===== src/rtl/hovalaag_instr_loader.sv =====
// Assembles six 6-bit pin chunks into 32-bit instructions with a one-deep hold slot.
// Optional checksum checking is enabled by defining HOVALAAG_LOADER_CHECK_EN.
module hovalaag_instr_loader (
    input  logic        clk,
    input  logic        rst,
    input  logic [5:0]  data_in,
    input  logic        data_valid,
    output logic        in_ready,
    input  logic        sync_clear,
    output logic [31:0] instr_out,
    output logic        instr_valid,
    input  logic        instr_ready,
    output logic [2:0]  chunk_cnt,
    output logic [7:0]  instr_count,
    output logic        err
);

    localparam logic [2:0] LAST_CHUNK = 3'd5;

    logic [5:0]  chunk_reg [0:4];
    logic [1:0]  top_reg;
    logic [2:0]  chunk_cnt_reg, chunk_cnt_next;
    logic        asm_full_reg, asm_full_next;
    logic [31:0] instr_out_reg, instr_out_next;
    logic        instr_valid_reg, instr_valid_next;
    logic [7:0]  instr_count_reg, instr_count_next;
    logic        err_reg, err_next;

    logic        accept;
    logic        last_chunk;
    logic        loadable;
    logic        check_ok;
    logic [29:0] low_word;
    logic [31:0] new_word;
    logic [31:0] held_word;

    assign accept     = data_valid && !asm_full_reg && !sync_clear;
    assign last_chunk = accept && (chunk_cnt_reg == LAST_CHUNK);
    assign loadable   = !instr_valid_reg || instr_ready;
    assign new_word   = {data_in[1:0], low_word};
    assign held_word  = {top_reg, low_word};

    // Chunks 0..4 each own a 6-bit slice; a held word stays put because in_ready is low.
    generate
        for (genvar gi = 0; gi < 5; gi++) begin : g_chunk
            assign low_word[6*gi +: 6] = chunk_reg[gi];

            always_ff @(posedge clk or posedge rst) begin
                if (rst) begin
                    chunk_reg[gi] <= '0;
                end else if (accept && (chunk_cnt_reg == 3'(gi))) begin
                    chunk_reg[gi] <= data_in;
                end
            end
        end
    endgenerate

`ifdef HOVALAAG_LOADER_CHECK_EN
    logic [3:0] nib_xor;

    always_comb begin
        nib_xor = '0;
        for (int i = 0; i < 8; i++) begin
            nib_xor = nib_xor ^ new_word[4*i +: 4];
        end
    end

    assign check_ok = (data_in[5:2] == nib_xor);
`else
    logic unused_check_nibble;

    assign unused_check_nibble = ^data_in[5:2];
    assign check_ok            = 1'b1;
`endif

    always_ff @(posedge clk or posedge rst) begin
        if (rst) begin
            top_reg <= '0;
        end else if (last_chunk && check_ok && !loadable) begin
            top_reg <= data_in[1:0];
        end
    end

    always_comb begin
        chunk_cnt_next   = chunk_cnt_reg;
        asm_full_next    = asm_full_reg;
        instr_out_next   = instr_out_reg;
        instr_valid_next = instr_valid_reg;
        instr_count_next = instr_count_reg;
        err_next         = err_reg;

        if (sync_clear) begin
            chunk_cnt_next = '0;
        end else if (accept) begin
            chunk_cnt_next = last_chunk ? 3'd0 : chunk_cnt_reg + 3'd1;
        end

        if (instr_valid_reg && instr_ready) begin
            instr_valid_next = 1'b0;
            instr_count_next = instr_count_reg + 8'd1;
        end

        // A held word and a fresh chunk 5 never coincide: accept needs !asm_full.
        if (asm_full_reg && loadable) begin
            instr_out_next   = held_word;
            instr_valid_next = 1'b1;
            asm_full_next    = 1'b0;
        end else if (last_chunk) begin
            if (!check_ok) begin
                err_next = 1'b1;
            end else if (loadable) begin
                instr_out_next   = new_word;
                instr_valid_next = 1'b1;
            end else begin
                asm_full_next = 1'b1;
            end
        end
    end

    always_ff @(posedge clk or posedge rst) begin
        if (rst) begin
            chunk_cnt_reg   <= '0;
            asm_full_reg    <= 1'b0;
            instr_out_reg   <= '0;
            instr_valid_reg <= 1'b0;
            instr_count_reg <= '0;
            err_reg         <= 1'b0;
        end else begin
            chunk_cnt_reg   <= chunk_cnt_next;
            asm_full_reg    <= asm_full_next;
            instr_out_reg   <= instr_out_next;
            instr_valid_reg <= instr_valid_next;
            instr_count_reg <= instr_count_next;
            err_reg         <= err_next;
        end
    end

    assign in_ready    = !asm_full_reg;
    assign instr_out   = instr_out_reg;
    assign instr_valid = instr_valid_reg;
    assign chunk_cnt   = chunk_cnt_reg;
    assign instr_count = instr_count_reg;
    assign err         = err_reg;

endmodule


===== config.mk =====
export PLATFORM = sky130hd
export DESIGN_NAME = hovalaag_instr_loader
export DESIGN_NICKNAME = d
export VERILOG_FILES = /design/src/rtl/hovalaag_instr_loader.sv
export SDC_FILE = /design/constraint.sdc
export NUM_CORES = 1
export LEC_CHECK = 0
export BUFFER_PORTS_ARGS = -buffer_cell sky130_fd_sc_hd__buf_2
export CAP_MARGIN = 20
export CORE_MARGIN = 1
export CORE_UTILIZATION = 55
export CTS_CLUSTER_SIZE = 28
export DETAILED_ROUTE_END_ITERATION = 8
export PLACE_DENSITY = 0.79
export SETUP_SLACK_MARGIN = 0.4
export SLEW_MARGIN = 20
export SYNTH_ARGS = -nofsm -noshare
export SYNTH_HDL_FRONTEND = slang
export SYNTH_SLANG_ARGS = --single-unit

===== constraint.sdc =====
create_clock -name clk -period 2.8 [get_ports clk]
set_input_delay 0.28 -clock clk [delete_from_list [all_inputs] [get_ports clk]]
set_output_delay 0.28 -clock clk [all_outputs]
set_load 0.01 [all_outputs]

* After elaboration in Yosys (flattened, before gate mapping)
Cells that the tools add are included.
W data, S select, Z words.
** Word-level totals
- Bits in registers :: 77
- Bits of input ports :: 11
- Output and inout bits :: 46
- Word-level logic and storage cells :: 54
** Operators by class
- Add/sub/neg operators :: 2
- Equality and inequality tests :: 6
- Mux-type cells :: 13
- Reductions and logical operators :: 22
** Operators with widths (count)
- $mux W32 :: 3
- $logic_and A1 B1 Y1 :: 11
- $mux W3 :: 3
- $add A8 B1 Y8 const B :: 1
- $mux W1 :: 7
- $eq A3 B2 Y1 const B :: 2
- $eq A3 B3 Y1 const B :: 2
- $reduce_bool A2 Y1 :: 3
- $logic_not A1 Y1 :: 4
- $reduce_and A2 Y1 :: 2
- $add A3 B1 Y3 const B :: 1
- $eq A3 B1 Y1 const B :: 1
- $logic_not A3 Y1 :: 1
- $ne A2 B1 Y1 const B :: 1
- $logic_or A1 B1 Y1 :: 1

* Logic depth before layout (Yosys ltp)
Gate-level depths: netlist of run 1.
- Word-level depth :: 7
- Gate-level depth with buffers :: 6
- Depth with buffers taken out :: 5

* Worst setup path before layout of run 1
No wires, ideal clock.
- Kind :: register to register
- Start point :: reg chunk_cnt_reg[1], in the netlist chunk_cnt[1]
- End point :: reg instr_out_reg[0], in the netlist instr_out[0]
- Arrival time :: 1712 ps
- Data required time :: 2675 ps
- Slack :: 963 ps
- Cell stages (with the launch flop) :: 7
- Period minus slack after synthesis :: 1837 ps
- Path through :: dfrtp_1 > inv_1 > ha_1 > and4b_1 > o21ai_1 > buf_2 > mux2_2
** On the way
- Word-level cells in the longest chain between the ends :: 4
** RTL lines
- start, declared :: RTL line 22 : logic [2:0] chunk_cnt_reg, chunk_cnt_next;
- start signal, assigned :: RTL line 129 : chunk_cnt_reg <= chunk_cnt_next;
- $eq A3 B3 Y1 :: RTL line 38 : assign last_chunk = accept && (chunk_cnt_reg == LAST_CHUNK);
- $logic_and A1 B1 Y1 :: RTL line 38
- $reduce_bool A2 Y1 (no source line)
- $reduce_and A2 Y1 (no source line)
- end signal, assigned :: RTL line 131 : instr_out_reg <= instr_out_next;
- end, declared :: RTL line 24 : logic [31:0] instr_out_reg, instr_out_next;
No other way between the ends.
A chain may end at the register's enable or synchronous reset.

* Worst setup path in the final report of run 1
- Start point :: reg chunk_cnt_reg[1], in the netlist chunk_cnt[1]
- End point :: reg instr_out_reg[20], in the netlist instr_out[20]
The elaborated chain is that of the path after synthesis.

==> key figures, run 1 <==
Floorplan
  • Die area: 5960 µm²
  • Die height: 77.2 µm
  • Floorplan row count: 27
  • I/O Pins: 57
  • Die Wd: 77.2 µm
  • CORE AREA: 5470 µm²
  • Initial Util: 56.8%

Outcome
  • Status: complete, no violations

Clock network
  • Clock Tree Buf Depth: 2
  • Setup Buffers After CTS: 0
  • H-tree depth: 3
  • Skew-Pair Late Insertion Delay: 0.33 ns
  • CTS buffer count: 9
  • Clk Tree Root Cell: clkbuf_8
  • Clock-pin slew on the worst setup and hold paths: 0.07 ns
  • CTS tree: yes
  • Sink Count: 77

Placement
  • DP Area: 3440 µm²
  • Dpl cells: 327
  • Dpl ws: 0.898 ns
  • DP HPWL: 3.74 mm
  • Number of buffers added on ports: 55
  • Final GP Congestion: 0.828

Drt
  • DRC: 0
  • First DRT Iteration DRCs: 97
  • Final ANT Viol Nets: 0
  • Vias: 1802
  • WL per Instance: 15.6 µm
  • DR pass1 iterations: 6
  • Final WL: 5.32 mm
  • Post-DR vias/cell: 5.27

Timing
  • Final Hold Viols: 0
  • Final Setup Violations: 0
  • Slew headroom: 64.6%
  • Fin worst setup slack: 0.906 ns
  • Max-slew violations: 0
  • Setup Skew: 0.00772 ns
  • Period utilisation layout: 67.6%
  • Fmax achieved: 528 MHz
  • RSZ-0062 raised after global routing: false
  • Final setup TNS: 0 ns
  • Post-route minimum period: 1.89 ns
  • Worst slew pin tran: 0.527 ns

Synthesis
  • YS warnings: 0
  • Async SR Flop Fraction: 100%
  • Post-synth EDFFs: 0
  • Seq cells post-synth: 77
  • Syn_nets: 222
  • Main synth FF type: dfrtp_1
  • Area of the mapped netlist: 3110 µm²
  • Netlist cell types: 26
  • Sequential-to-total area share from yosys stat: 62.0%
  • Synthesized area per cell: 15.2 µm²
  • Post-synthesis cell count: 205

Flow run
  • MaxCap Viol Count: 0

Finish
  • Final instance area: 3630 µm²
  • Post-layout nets: 284
  • Non-filler cells, final: 342
  • Share of layout cells above drive strength 1: 53.0%
  • Max FFs per register: 32
  • Most common cell after layout, fill and taps aside: dfrtp_1
  • Commonest cells after routing, fill and taps aside: dfrtp_1, mux2_2, buf_2
  • Inserted Diodes: 0
  • P&R area growth vs syn: 16.9%

Power and ir drop
  • VDD IR-drop max: 0.342 mV
  • Power Total: 2.23 mW
  • Power Dens Cells: 613 nW/µm²
  • Leak: 1.94 nW

Setup path
  • WS Path Type: flip-flop to flip-flop
  • Crit start category: flip-flop
  • Arrival @ worst endpoint: 2.11 ns
  • Required @ worst endpoint: 3.01 ns
  • CP max FO: 32
  • Setup crit end kind: flip-flop

Global routing
  • Antenna violations before repair: 0
  • Pin count of the biggest net entering global routing: 37
  • Gr usage total: 19.8%
  • GRT overflow: 0
  • First-pass GRT wire length: 8.87 mm
  • Vias in the first global route: 1790

Worst hold path
  • Worst hold path class: input pin to flip-flop
-- kinds of logic after synthesis --
kind of cell	after synthesis	share of synthesized area (%)
DFF	77	62.0
AOI/OAI and AO/OA	4	0.644
adders and majority gates	6	2.41
and+or+nand+nor	29	6.08
buffers and inverters	14	2.53
other	1	0.121
muxes	67	24.3
xor gates and xnor gates	7	1.97
-- final cells by class --
| cell class | count | area [µm²] |
|---|---|---|
| clock buffers | 12 | 145 |
| clock inverters | 2 | 35.0 |
| fillers | 435 | 1840 |
| inverters | 6 | 22.5 |
| multi-input cells | 114 | 1110 |
| flip-flops and latches | 77 | 1930 |
| well taps | 72 | 90.1 |
| repair buffers | 59 | 308 |
-- Yosys cell counts (3+ instances only) --
| master | count | area share [%] |
|---|---|---|
| nand4_1 | 6 | 1.2 |
| ha_1 | 6 | 2.4 |
| a21oi_1 | 3 | 0.48 |
| xnor2_1 | 6 | 1.7 |
| nand2_1 | 9 | 1.1 |
| inv_1 | 6 | 0.72 |
| mux2_2 | 67 | 24 |
| dfrtp_1 | 77 | 62 |
| buf_2 | 3 | 0.48 |
-- path summary, 6_finish.rpt --
path                       slack [ns]                         end                       start  depth (start not counted)
min in group asynchronous        0.39  instr_count[0]$_DFFE_PP0P_                         rst                          3
min                              0.25    chunk_reg[4]$_DFFE_PP0P_                  data_in[4]                          2
min reg2reg                      0.46  instr_count[7]$_DFFE_PP0P_  instr_count[7]$_DFFE_PP0P_                          1
max in group asynchronous        1.71    chunk_cnt[1]$_DFFE_PP0P_                         rst                          4
max                              0.91   instr_out[20]$_DFFE_PP0P_    chunk_cnt[1]$_DFFE_PP0P_                          6
max reg2reg                      0.91   instr_out[20]$_DFFE_PP0P_    chunk_cnt[1]$_DFFE_PP0P_                          6
-- per-stage QoR --
| step | hold slack [ns] | utilization (%) |
|---|---|---|
| after detailed placement | 0.199 | 62.9 |
| after global placement | 0.197 | 62.9 |
| after global routing | 0.238 | 66.4 |
| final | 0.249 | 66.4 |
| after CTS | 0.239 | 66.4 |
| after floorplan | 0.430 | - |
-- layer usage --
| metal | track usage (%) | up-vias | wire (µm) |
|---|---|---|---|
| li1 | - | 836 | - |
| met1 | 26.4 | 918 | 2430 |
| met2 | 31.0 | 42 | 2620 |
| met3 | 4.64 | 6 | 215 |
| met4 | 9.06 | 0 | 60 |
| met5 | 0 | - | 0 |
-- what timing repair did --
item / 4_1_cts / 5_1_grt
gates resized for setup: 0 / 0
endpoints found under the hold margin: 8 / 0
hold buffers: 1 / 0
-- critical path: stages, from the launching register on --
cell and delay, ns:
dfrtp_1 0.41, inv_1 0.08, ha_1 0.20, and4b_1 0.20, o21ai_2 0.10, buf_4 0.38, mux2_2 0.39
-- power breakdown --
group / switching [mW] / internal [mW] / total [mW]
Sequential: 0.0539 / 1.21 / 1.27
Clock: 0.358 / 0.426 / 0.784
Combinational: 0.0796 / 0.0974 / 0.177
Note: power is estimated with default switching activity, not from simulation.
==> run 2: changes to the inputs <==
Clock period 2.8 ns to 2 ns, I/O delays scaled along.
==> run 2 against run 1 <==
  * Combinational power increased by 83%
  * First-iteration DRC count decreased by 30%
  * Clock-buffer cell count decreased by 2
  * Flip-flop and latch count unchanged
  * Sequential power increased by 40%
==> key figures, run 2 (synthesis results as in run 1) <==
Outcome
  • Status: complete, no violations

Timing
  • Final setup TNS: 0 ns
  • Max-slew violations: 0
  • Final Hold Viols: 0
  • Fmax achieved: 579 MHz
  • Final Setup Violations: 0
  • Period utilisation layout: 86.3%
  • Setup Skew: 0.00857 ns
  • Post-route minimum period: 1.73 ns
  • RSZ-0062 raised after global routing: true

Finish
  • Inserted Diodes: 0
  • Most common cell after layout, fill and taps aside: dfrtp_1
  • Max FFs per register: 32
  • P&R area growth vs syn: 32.1%
  • Fill cell count: 344
  • Area occupied by registers: 1930 µm²
  • Final instance area: 4110 µm²
  • Area of the multi-input gates: 1340 µm²
  • Commonest cells after routing, fill and taps aside: dfrtp_1, buf_2, mux2_4
  • Post-layout nets: 301
  • Share of layout cells above drive strength 1: 61.6%

Clock network
  • Clock-pin slew on the worst setup and hold paths: 0.08 ns
  • Clock Tree Buf Depth: 2
  • CTS buffer count: 9
  • Clk Tree Root Cell: clkbuf_8
  • H-tree depth: 3
  • Sink Count: 77
  • Skew-Pair Late Insertion Delay: 0.34 ns
  • CTS tree: yes

Drt
  • Post-DR vias/cell: 5.30
  • WL per Instance: 17.4 µm
  • Final ANT Viol Nets: 0
  • First DRT Iteration DRCs: 68
  • Vias: 1914
  • DR pass1 iterations: 4
  • Final WL: 6.30 mm
  • DRC: 0

Global routing
  • Antenna violations before repair: 0
  • First-pass GRT wire length: 10.4 mm
  • Gr usage total: 23.7%
  • Vias in the first global route: 1918
  • GRT overflow: 0
  • Pin count of the biggest net entering global routing: 27

Setup path
  • Arrival @ worst endpoint: 1.96 ns
  • CP max FO: 6
  • Reg2reg start: chunk_cnt[0]$_DFFE_PP0P_
  • Worst R2R End: chunk_reg[0]$_DFFE_PP0P_
  • R2R Setup Slk: 0.27 ns
  • WS Path Type: flip-flop to flip-flop
  • Setup crit end kind: flip-flop
  • Required @ worst endpoint: 2.23 ns
  • FF-to-FF path depth: 5
  • Crit start category: flip-flop

Floorplan
  • CORE AREA: 5470 µm²
  • Die area: 5960 µm²
  • Die height: 77.2 µm
  • Floorplan row count: 27
  • Initial Util: 56.8%
  • Die Wd: 77.2 µm
  • I/O Pins: 57

Worst hold path
  • Worst hold path class: input pin to flip-flop
  • Hold depth: 2
  • Hold Path Origin: data_in[5]
  • Hold endpoint: chunk_reg[29]$_DFFE_PP0P_

Power and ir drop
  • Power Dens Cells: 799 nW/µm²
  • VDD IR-drop max: 0.488 mV
  • Leak: 2.22 nW

Placement
  • Final GP Congestion: 0.786
  • DP Area: 3520 µm²
  • DP HPWL: 3.86 mm
  • Number of buffers added on ports: 55

Flow run
  • MaxCap Viol Count: 0
## run 2: routing by layer
| metal | routed length (µm) | GRT usage [%] |
|---|---|---|
| met1 | 2940 | 33.8 |
| met2 | 3030 | 34.0 |
| met3 | 219 | 4.64 |
| met4 | 109 | 13.4 |
| met5 | 0 | 0 |
## run 2: through the flow
stage,power [mW],setup WS [ns],hold slack [ns],cells,util [%]
6_report,3.28,0.274,0.168,361,75.0
4_1_cts,3.28,0.262,0.159,359,74.4
3_5_place_dp,2.08,0.211,0.243,331,64.4
5_1_grt,3.42,0.234,0.166,361,75.0
3_3_place_gp,2.07,0.277,0.232,331,64.4
2_1_floorplan,1.99,0.221,0.348,205,-
## run 2: worst max path at each step
stage | start | end | depth (start not counted)
2_1_floorplan | chunk_cnt[1]$_DFFE_PP0P_ | instr_out[10]$_DFFE_PP0P_ | 6
3_3_place_gp | chunk_cnt[1]$_DFFE_PP0P_ | instr_out[4]$_DFFE_PP0P_ | 6
3_5_place_dp | chunk_cnt[1]$_DFFE_PP0P_ | instr_out[3]$_DFFE_PP0P_ | 6
4_1_cts | chunk_cnt[0]$_DFFE_PP0P_ | instr_out[3]$_DFFE_PP0P_ | 6
5_1_grt | chunk_cnt[0]$_DFFE_PP0P_ | instr_out[1]$_DFFE_PP0P_ | 6
6_report | chunk_cnt[0]$_DFFE_PP0P_ | chunk_reg[0]$_DFFE_PP0P_ | 5
## run 2: what timing repair did
action | 4_1_cts | 5_1_grt
pin swaps | 5 | 2
resized for setup | 64 | 6
buffers inserted | 8 | 2
endpoints found under the setup margin | 59 | 65
endpoints found under the hold margin | 17 | 0
cloned | 3 | 0
hold buffers | 1 | 0
## run 2: report_power, final
group          leakage, nW  switching [mW]  internal, mW
Combinational         1.08           0.134         0.190
Sequential            1.03          0.0806          1.70
Clock                0.102           0.568         0.608
Total                 2.22           0.783          2.50
## run 2: area by class of cell
class                   instances  area share (%)
inverters                       6           0.701
well taps                      72            2.19
clock buffers                  10            3.35
repair buffers                 76            12.7
clock inverters                 6            1.49
multi-input cells             114            32.5
flip-flops and latches         77            47.0
## run 2: worst max-delay path, cell delays in order, from the launching register on
cell and delay, ns:
dfrtp_2 0.45, inv_2 0.09, ha_4 0.14, inv_4 0.03, or4_4 0.58, mux2_4 0.32
==> run 3: changes to the inputs <==
Settings changed: MAX_ROUTING_LAYER set to met4.
==> run 3 against run 2 <==
  * Final area unchanged
  * Die area unchanged
  * Cell count unchanged
  * Maximum frequency decreased by 0.42%
  * Via count decreased by 0.73%
  * Clock skew about the same
  * Clock power about the same
  * Hold slack improved by 0.0037 ns
  * Routed wire length increased by 0.40%
  * Largest cell class unchanged
==> key figures, run 3 (synthesis results as in run 1) <==
Power and ir drop
  • Leak: 2.22 nW
  • Power Dens Cells: 797 nW/µm²
  • VDD IR-drop max: 0.486 mV

Finish
  • Fill cell count: 342
  • Most common cell after layout, fill and taps aside: dfrtp_1
  • Commonest cells after routing, fill and taps aside: dfrtp_1, buf_2, mux2_4
  • Area occupied by registers: 1930 µm²
  • Area of the multi-input gates: 1340 µm²
  • Final instance area: 4110 µm²
  • Inserted Diodes: 0
  • Max FFs per register: 32
  • Share of layout cells above drive strength 1: 61.6%
  • Post-layout nets: 301
  • P&R area growth vs syn: 32.1%

Timing
  • Post-route minimum period: 1.73 ns
  • Period utilisation layout: 86.7%
  • RSZ-0062 raised after global routing: true
  • Setup Skew: 0.00807 ns
  • Final setup TNS: 0 ns
  • Fmax achieved: 577 MHz
  • Final Hold Viols: 0
  • Final Setup Violations: 0
  • Max-slew violations: 0

Worst hold path
  • Worst hold path class: input pin to flip-flop

Clock network
  • Clock Tree Buf Depth: 2
  • Clock-pin slew on the worst setup and hold paths: 0.08 ns
  • CTS tree: yes
  • Skew-Pair Late Insertion Delay: 0.34 ns
  • H-tree depth: 3
  • Sink Count: 77
  • CTS buffer count: 9
  • Clk Tree Root Cell: clkbuf_8

Placement
  • DP HPWL: 3.86 mm
  • DP Area: 3520 µm²
  • Number of buffers added on ports: 55
  • Final GP Congestion: 0.797

Global routing
  • GRT overflow: 0
  • Vias in the first global route: 1920
  • Gr usage total: 24.4%
  • First-pass GRT wire length: 10.4 mm
  • Antenna violations before repair: 0
  • Pin count of the biggest net entering global routing: 27

Drt
  • Vias: 1900
  • Post-DR vias/cell: 5.26
  • WL per Instance: 17.5 µm
  • Final ANT Viol Nets: 0
  • DRC: 0
  • First DRT Iteration DRCs: 71
  • DR pass1 iterations: 4
  • Final WL: 6.32 mm

Floorplan
  • Die height: 77.2 µm
  • Die Wd: 77.2 µm
  • Initial Util: 56.8%
  • Floorplan row count: 27
  • I/O Pins: 57
  • Die area: 5960 µm²
  • CORE AREA: 5470 µm²

Setup path
  • Crit start category: flip-flop
  • Setup crit end kind: flip-flop
  • Required @ worst endpoint: 2.23 ns
  • CP max FO: 6
  • WS Path Type: flip-flop to flip-flop
  • Arrival @ worst endpoint: 1.96 ns

Outcome
  • Status: complete, no violations

Flow run
  • MaxCap Viol Count: 0
## run 3: cell counts in the layout (fill, tap and decap cells not counted)
Identical to the previous run, type by type.
## run 3: worst paths after layout
path                                                    to                        from  cells after the start  slack, ns
max in group asynchronous        chunk_reg[18]$_DFFE_PP0P_                         rst                      4       1.00
worst max register to register    chunk_reg[0]$_DFFE_PP0P_    chunk_cnt[0]$_DFFE_PP0P_                      5       0.27
worst min-delay path             chunk_reg[29]$_DFFE_PP0P_                  data_in[5]                      2       0.17
min in group asynchronous       instr_count[6]$_DFFE_PP0P_                         rst                      3       0.41
worst min register to register  instr_count[7]$_DFFE_PP0P_  instr_count[7]$_DFFE_PP0P_                      1       0.48
worst max-delay path              chunk_reg[0]$_DFFE_PP0P_    chunk_cnt[0]$_DFFE_PP0P_                      5       0.27
## run 3: critical path: stages, from the launching register on
cell and delay (ns):
dfrtp_2 0.45, inv_2 0.10, ha_4 0.14, inv_4 0.03, or4_4 0.58, mux2_4 0.32
## run 3: area by class of cell
| cell class | count | share of cell area (%) |
|---|---|---|
| Timing Repair Buffer | 76 | 12.7 |
| Inverter | 6 | 0.701 |
| Clock inverter | 6 | 1.49 |
| Multi-Input combinational cell | 114 | 32.5 |
| Clock buffer | 10 | 3.35 |
| Tap cell | 72 | 2.19 |
| Sequential cell | 77 | 47.0 |
## run 3: through the flow
step           hold slack (ns)  utilization, %  power, mW  worst slack, ns  cells
2_1_floorplan            0.348               -       1.99            0.221    205
3_3_place_gp             0.232            64.4       2.07            0.277    331
3_5_place_dp             0.243            64.4       2.08            0.211    331
4_1_cts                  0.159            74.4       3.28            0.262    359
5_1_grt                  0.166            75.0       3.42            0.236    361
6_report                 0.172            75.0       3.27            0.266    361
## run 3: metal layers
layer  up-vias  track usage [%]  share of wire, %
met2        40             34.1                48
met4         0             13.4               1.8
met3        10             4.64               3.4
li1        873                -                 -
met5         -                -                 0
met1       977             33.8                47
## run 3: where the power goes
part / internal (mW) / total (mW) / leakage (nW) / switching (mW)
clock network: 0.608 / 1.17 / 0.102 / 0.562
registers: 1.70 / 1.78 / 1.03 / 0.0808
logic: 0.191 / 0.325 / 1.08 / 0.134
total: 2.50 / 3.27 / 2.22 / 0.777
## run 3: timing repair
item                                   in CTS  in global routing
buffers inserted                            8                  2
setup endpoints to repair                  59                 65
cloned                                      3                  0
gates resized for setup                    64                  6
endpoints found under the hold margin      17                  0
pin swaps                                   5                  2
hold buffers                                1                  0
